--- config.mk ---
export PLATFORM = sky130hd
export DESIGN_NAME = mem_arbiter
export DESIGN_NICKNAME = d
export VERILOG_FILES = /design/src/rtl/pkg_mem_arb.sv /design/src/rtl/mem_arb_starve.sv /design/src/rtl/mem_arbiter.sv
export SDC_FILE = /design/constraint.sdc
export NUM_CORES = 1
export LEC_CHECK = 0
export ABC_AREA = 1
export ABC_CLOCK_PERIOD_IN_PS = 1300
export CAP_MARGIN = 5
export CORE_AREA = 2 2 101 103
export CTS_CLUSTER_DIAMETER = 50
export DETAILED_ROUTE_END_ITERATION = 10
export DIE_AREA = 0 0 103 105
export DONT_BUFFER_PORTS = 1
export GPL_TIMING_DRIVEN = 0
export SETUP_SLACK_MARGIN = 0.4
export SLEW_MARGIN = 30
export SYNTH_ARGS = -nofsm -noshare
export SYNTH_HDL_FRONTEND = slang
export SYNTH_SLANG_ARGS = --single-unit
export TNS_END_PERCENT = 1
--- constraint.sdc ---
create_clock -name i_clk -period 1.3 [get_ports i_clk]
set_input_delay 0.065 -clock i_clk [delete_from_list [all_inputs] [get_ports i_clk]]
set_output_delay 0.065 -clock i_clk [all_outputs]
set_load 0.02 [all_outputs]
--- src/rtl/pkg_mem_arb.sv ---
// Shared types and constants for the instruction-fetch / LSU memory arbiter.
package pkg_mem_arb;

  typedef enum logic [1:0] {
    OWN_NONE = 2'd0,
    OWN_IF   = 2'd1,
    OWN_LS   = 2'd2
  } owner_t;

  localparam logic [3:0] BE_ALL = 4'hF;

endpackage

--- src/rtl/mem_arb_starve.sv ---
// Counts consecutive LSU wins while fetch waits; forces a fetch grant once the limit is hit.
module mem_arb_starve #(
  parameter int unsigned STARVE_MAX = 4
) (
  input  logic i_clk,
  input  logic i_rst_n,
  input  logic i_if_req,
  input  logic i_ls_req,
  output logic o_fetch_force
);

  localparam int unsigned CW = $clog2(STARVE_MAX + 1);

  logic [CW-1:0] starve_cnt;

  assign o_fetch_force = (starve_cnt == CW'(STARVE_MAX));

  // Grows only while both contend and LSU wins; any fetch grant or idle fetch clears it.
  always_ff @(posedge i_clk) begin
    if (!i_rst_n) begin
      starve_cnt <= '0;
    end else if (i_if_req && i_ls_req && !o_fetch_force) begin
      starve_cnt <= starve_cnt + CW'(1);
    end else begin
      starve_cnt <= '0;
    end
  end

endmodule

--- src/rtl/mem_arbiter.sv ---
// Single-port memory arbiter between instruction fetch and the LSU, LSU priority
// with bounded fetch starvation, and 1-cycle read data routing back to the issuer.
module mem_arbiter
  import pkg_mem_arb::*;
#(
  parameter int unsigned MEM_AW     = 13,
  parameter int unsigned STARVE_MAX = 4
) (
  input  logic              i_clk,
  input  logic              i_rst_n,
  input  logic              i_if_req,
  input  logic [31:0]       i_if_addr,
  output logic              o_if_gnt,
  output logic              o_if_rvalid,
  output logic [31:0]       o_if_rdata,
  input  logic              i_ls_req,
  input  logic              i_ls_we,
  input  logic [3:0]        i_ls_be,
  input  logic [31:0]       i_ls_addr,
  input  logic [31:0]       i_ls_wdata,
  output logic              o_ls_gnt,
  output logic              o_ls_rvalid,
  output logic [31:0]       o_ls_rdata,
  output logic              o_mem_en,
  output logic              o_mem_we,
  output logic [3:0]        o_mem_be,
  output logic [MEM_AW-1:0] o_mem_addr,
  output logic [31:0]       o_mem_wdata,
  input  logic [31:0]       i_mem_rdata
);

  logic   fetch_force;
  logic   ls_store;
  owner_t owner_q;
  owner_t owner_d;

  mem_arb_starve #(
    .STARVE_MAX(STARVE_MAX)
  ) u_starve (
    .i_clk        (i_clk),
    .i_rst_n      (i_rst_n),
    .i_if_req     (i_if_req),
    .i_ls_req     (i_ls_req),
    .o_fetch_force(fetch_force)
  );

  // Grants are combinational and suppressed while reset is held.
  assign o_ls_gnt = i_rst_n & i_ls_req & ~(i_if_req & fetch_force);
  assign o_if_gnt = i_rst_n & i_if_req & (~i_ls_req | fetch_force);

  assign ls_store    = o_ls_gnt & i_ls_we;
  assign o_mem_en    = o_if_gnt | o_ls_gnt;
  assign o_mem_we    = ls_store;
  assign o_mem_be    = ls_store ? i_ls_be : BE_ALL;
  assign o_mem_addr  = o_ls_gnt ? i_ls_addr[MEM_AW+1:2] : i_if_addr[MEM_AW+1:2];
  assign o_mem_wdata = i_ls_wdata;

  // Byte offset and bits above the memory range are intentionally dropped.
  logic unused_addr_bits;
  assign unused_addr_bits = &{1'b0, i_if_addr[31:MEM_AW+2], i_if_addr[1:0],
                              i_ls_addr[31:MEM_AW+2], i_ls_addr[1:0]};

  always_ff @(posedge i_clk) begin
    if (!i_rst_n) begin
      owner_q <= OWN_NONE;
    end else begin
      owner_q <= owner_d;
    end
  end

  // Owner of the read issued this cycle; writes and idle cycles leave nobody waiting.
  always_comb begin
    owner_d = OWN_NONE;
    if (o_ls_gnt && !i_ls_we) begin
      owner_d = OWN_LS;
    end else if (o_if_gnt) begin
      owner_d = OWN_IF;
    end
  end

  assign o_if_rvalid = (owner_q == OWN_IF);
  assign o_ls_rvalid = (owner_q == OWN_LS);
  assign o_if_rdata  = o_if_rvalid ? i_mem_rdata : 32'h0;
  assign o_ls_rdata  = o_ls_rvalid ? i_mem_rdata : 32'h0;

endmodule

==> flow_summary.toml <==
[clock_network]
tritoncts = "done"
cts-htree-levels = 1
worst_case_clock_buffer_depth = 2
cts_root_buffer = "clkbuf_8"
numCtsBuffers = 3
clk_pin_slew_ns = 0.03
worstSkewPairLatency_ns = 0.22
tritoncts_num_sinks = 5
postCtsSetupBuffers = 0

[routing]
post-route-drc-count = 0
dr.pass1.iters = 4
met3_wirelength_um = 364
wl_met2_um = 2530
detail_route.wirelength_um = 4690
max_used_layer = "met4"
detailedRoute.firstIterationViolations = 29
met1_length_um = 1770
via_count = 1306
route.antenna.remaining_nets = 0
detail_route.vias_per_cell = 3.67
routed_wire_length_per_instance_um = 13.2

[min_path]
min-delay-path-class = "primary input to flop"
holdPathEnd = "u_starve.starve_cnt[1]"
worstHoldStart = "i_if_req"
whs_path_depth = 2

[sta]
final_setup_vio_count = 67
max_clock_freq_ghz = 0.677
period_utilisation_layout_pct = 114
holdWs_ns = 0.0496
timing_worst_slew_pin_value_ns = 0.389
slew_violations = 0
period_needed_ns = 1.48
finalSetupTns_ns = -7.34
timing.final.ws_setup_ns = -0.178
worst_clock_skew_ns = 0.00160
hold_violation_count_in_the_final_report = 0
max_slew_margin_pct = 73.9
rsz_0062_raised_after_global_routing = "yes"

[yosys]
yosysSeqAreaShare_pct = 8.82
post_synth_edffs = 0
post_synth_design_cell_area_um2 = 1130
yosys_register_bits = 5
post_synth_top_flop = "dfxtp_1"
synthesis.instances = 217
synth.area.mux_share_pct = 0
yosys.area_share.simple_pct = 44.4
yosysWarnings = 0
yosys.area_share.xor_xnor_pct = 0.772
yosysUniqueCellTypes = 16
yosys.area_share.adder_pct = 2.21
mappedNetlistNets = 356
avgSynthCellArea_um2 = 5.23
postSynth.asyncResetShare_pct = 0
combinational_family_with_the_most_area_after_synthesis = "simple AND/OR/NAND/NOR gates"
synth_compound_area_share_pct = 0.882

[global_routing]
grt_pass1_wl_um = 6150
grt_pass1_vias = 1212
grt_antenna_before_repair = 0
track_usage_pct = 7.22
grt_overflow = 0
grt_start_max_net_pins = 11

[floorplan]
chipHeight_um = 105
placementRows = 36
io_pins = 256
floorplan.initialDensity_pct = 11.8
die-area_um2 = 10800
coreArea_um2 = 9640
die_width_um = 103

[worst_setup_path]
cp-end-kind = "primary output"
crit_path_max_fanout = 10
regToRegStartpoint = "u_starve.starve_cnt[1]"
timing.critical_path.arrival_ns = 1.41
reg2reg_setup_slack_ns = 0.14
critical_path.startpoint_type = "flop"
worstRegToRegCells = 6
path_class = "flop to primary output"
worst_ep_required_time_ns = 1.24
worst_r2r_dst = "owner_q[1]"
crit_path_start = "owner_q[0]"

[place]
port_buffers = 0
place_congestion = 0.735
placedInstanceArea_um2 = 1520
place_hpwl_um = 3940

[power]
power_density_nw_per_um2 = 573
post-layout-total-power_w = 0.00103
max-vdd-ir-drop_mv = 0.424
total_leakage_power_nw = 0.834

[final_layout]
fin_util_pct = 18.6
n_antenna_cell = 0
final_net_count = 363
area.growth.synth_to_final_pct = 58.3
drive_above_1_share_pct = 60.5
non_filler_cell_area_final_um2 = 1800
fill_cells = 1076

[run]
maxCapViolCount = 0

[outcome]
outcome = "finished with violations"
violations = "negative setup slack"
[area by class of cell]
type | count | area (um2) | share of cell area [%]
Clock buffer | 4 | 45.0 | 2.51
Multi-Input combinational cell | 126 | 958 | 53.3
Buffer | 41 | 334 | 18.6
Inverter | 45 | 170 | 9.47
Sequential cell | 5 | 103 | 5.71
Tap cell | 133 | 166 | 9.26
Timing Repair Buffer | 2 | 20.0 | 1.11
[timing repair]
| action | in CTS | in global routing |
|---|---|---|
| pin swaps | 11 | 2 |
| hold buffers | 2 | 0 |
| gates cloned | 0 | 0 |
| setup endpoints to repair | 89 | 90 |
| hold endpoints to repair | 2 | 0 |
| resized for setup | 39 | 21 |
[layout by cell type, fill, tap and decap left out, types with 2 or more instances in the layout]
cell type | netlist | layout
nor2_1 | 70 | 9
buf_6 | 3 | 5
nand3_1 | 13 | 13
nand2_2 | 0 | 6
buf_4 | 33 | 33
nand4_1 | 5 | 5
dlygate4sd3_1 | 0 | 2
nor2_4 | 0 | 22
clkbuf_8 | 0 | 3
nand2_1 | 31 | 11
buf_2 | 4 | 2
dfxtp_2 | 0 | 2
dfxtp_1 | 5 | 3
nor2_2 | 0 | 39
nand2_4 | 1 | 15
inv_1 | 44 | 42
inv_2 | 0 | 2
[worst max-delay path, cell delays in order, from the launching register on]
cell	delay [ns]
dfxtp_1	0.30
inv_1	0.06
nor2_4	0.19
inv_1	0.20
buf_6	0.22
nor2_2	0.22
[power by group]
group | internal [W] | switching [W] | total [W]
sequential | 0.000159 | 0.00000288 | 0.000162
clock | 0.000210 | 0.0000719 | 0.000282
combinational | 0.000171 | 0.000415 | 0.000586
[sequential cells by signal, indices dropped and copies added, names as in the netlist]
name                 cells
u_starve.starve_cnt      3
owner_q                  2
[logic make-up after synthesis]
kind of cell | Yosys count
simple gates | 121
buf+inv | 86
fa+ha+maj | 2
xor+xnor | 1
compound gates | 2
flops | 5
[metrics by stage]
| step | setup slack (ns) | instances |
|---|---|---|
| floorplan | 0.191 | 217 |
| global placement | 0.0301 | 350 |
| detailed placement | 0.00387 | 350 |
| CTS | -0.209 | 356 |
| global route | -0.266 | 356 |
| finish | -0.178 | 356 |
[how the worst max path moves through the flow]
| stage | endpoint | slack [ns] | depth (start not counted) |
|---|---|---|---|
| detailed placement | o_if_rdata[23] | 0.004 | 5 |
| CTS | o_if_rdata[29] | -0.21 | 5 |
| floorplan | o_mem_addr[10] | 0.19 | 7 |
| global placement | o_if_rdata[21] | 0.03 | 5 |
| global route | o_if_rdata[29] | -0.27 | 5 |
| finish | o_if_rdata[29] | -0.18 | 5 |
[cells in the mapped netlist, types with 2 or more instances]
library cell / number / area, um2
nand3_1: 13 / 65.1
ha_1: 2 / 25.0
buf_4: 33 / 248
nor2_1: 70 / 263
nand2_1: 31 / 116
buf_2: 4 / 20.0
inv_1: 44 / 165
dfxtp_1: 5 / 100
nand4_1: 5 / 31.3
a21oi_1: 2 / 10.0
buf_6: 3 / 33.8
[layer usage]
metal / vias to the layer above / global-route usage, %
li1: 608 / -
met1: 596 / 7.96
met2: 96 / 13.8
met3: 6 / 1.74
met4: 0 / 1.13
met5: - / 0
No activity file was read; power rests on OpenSTA's default activity.
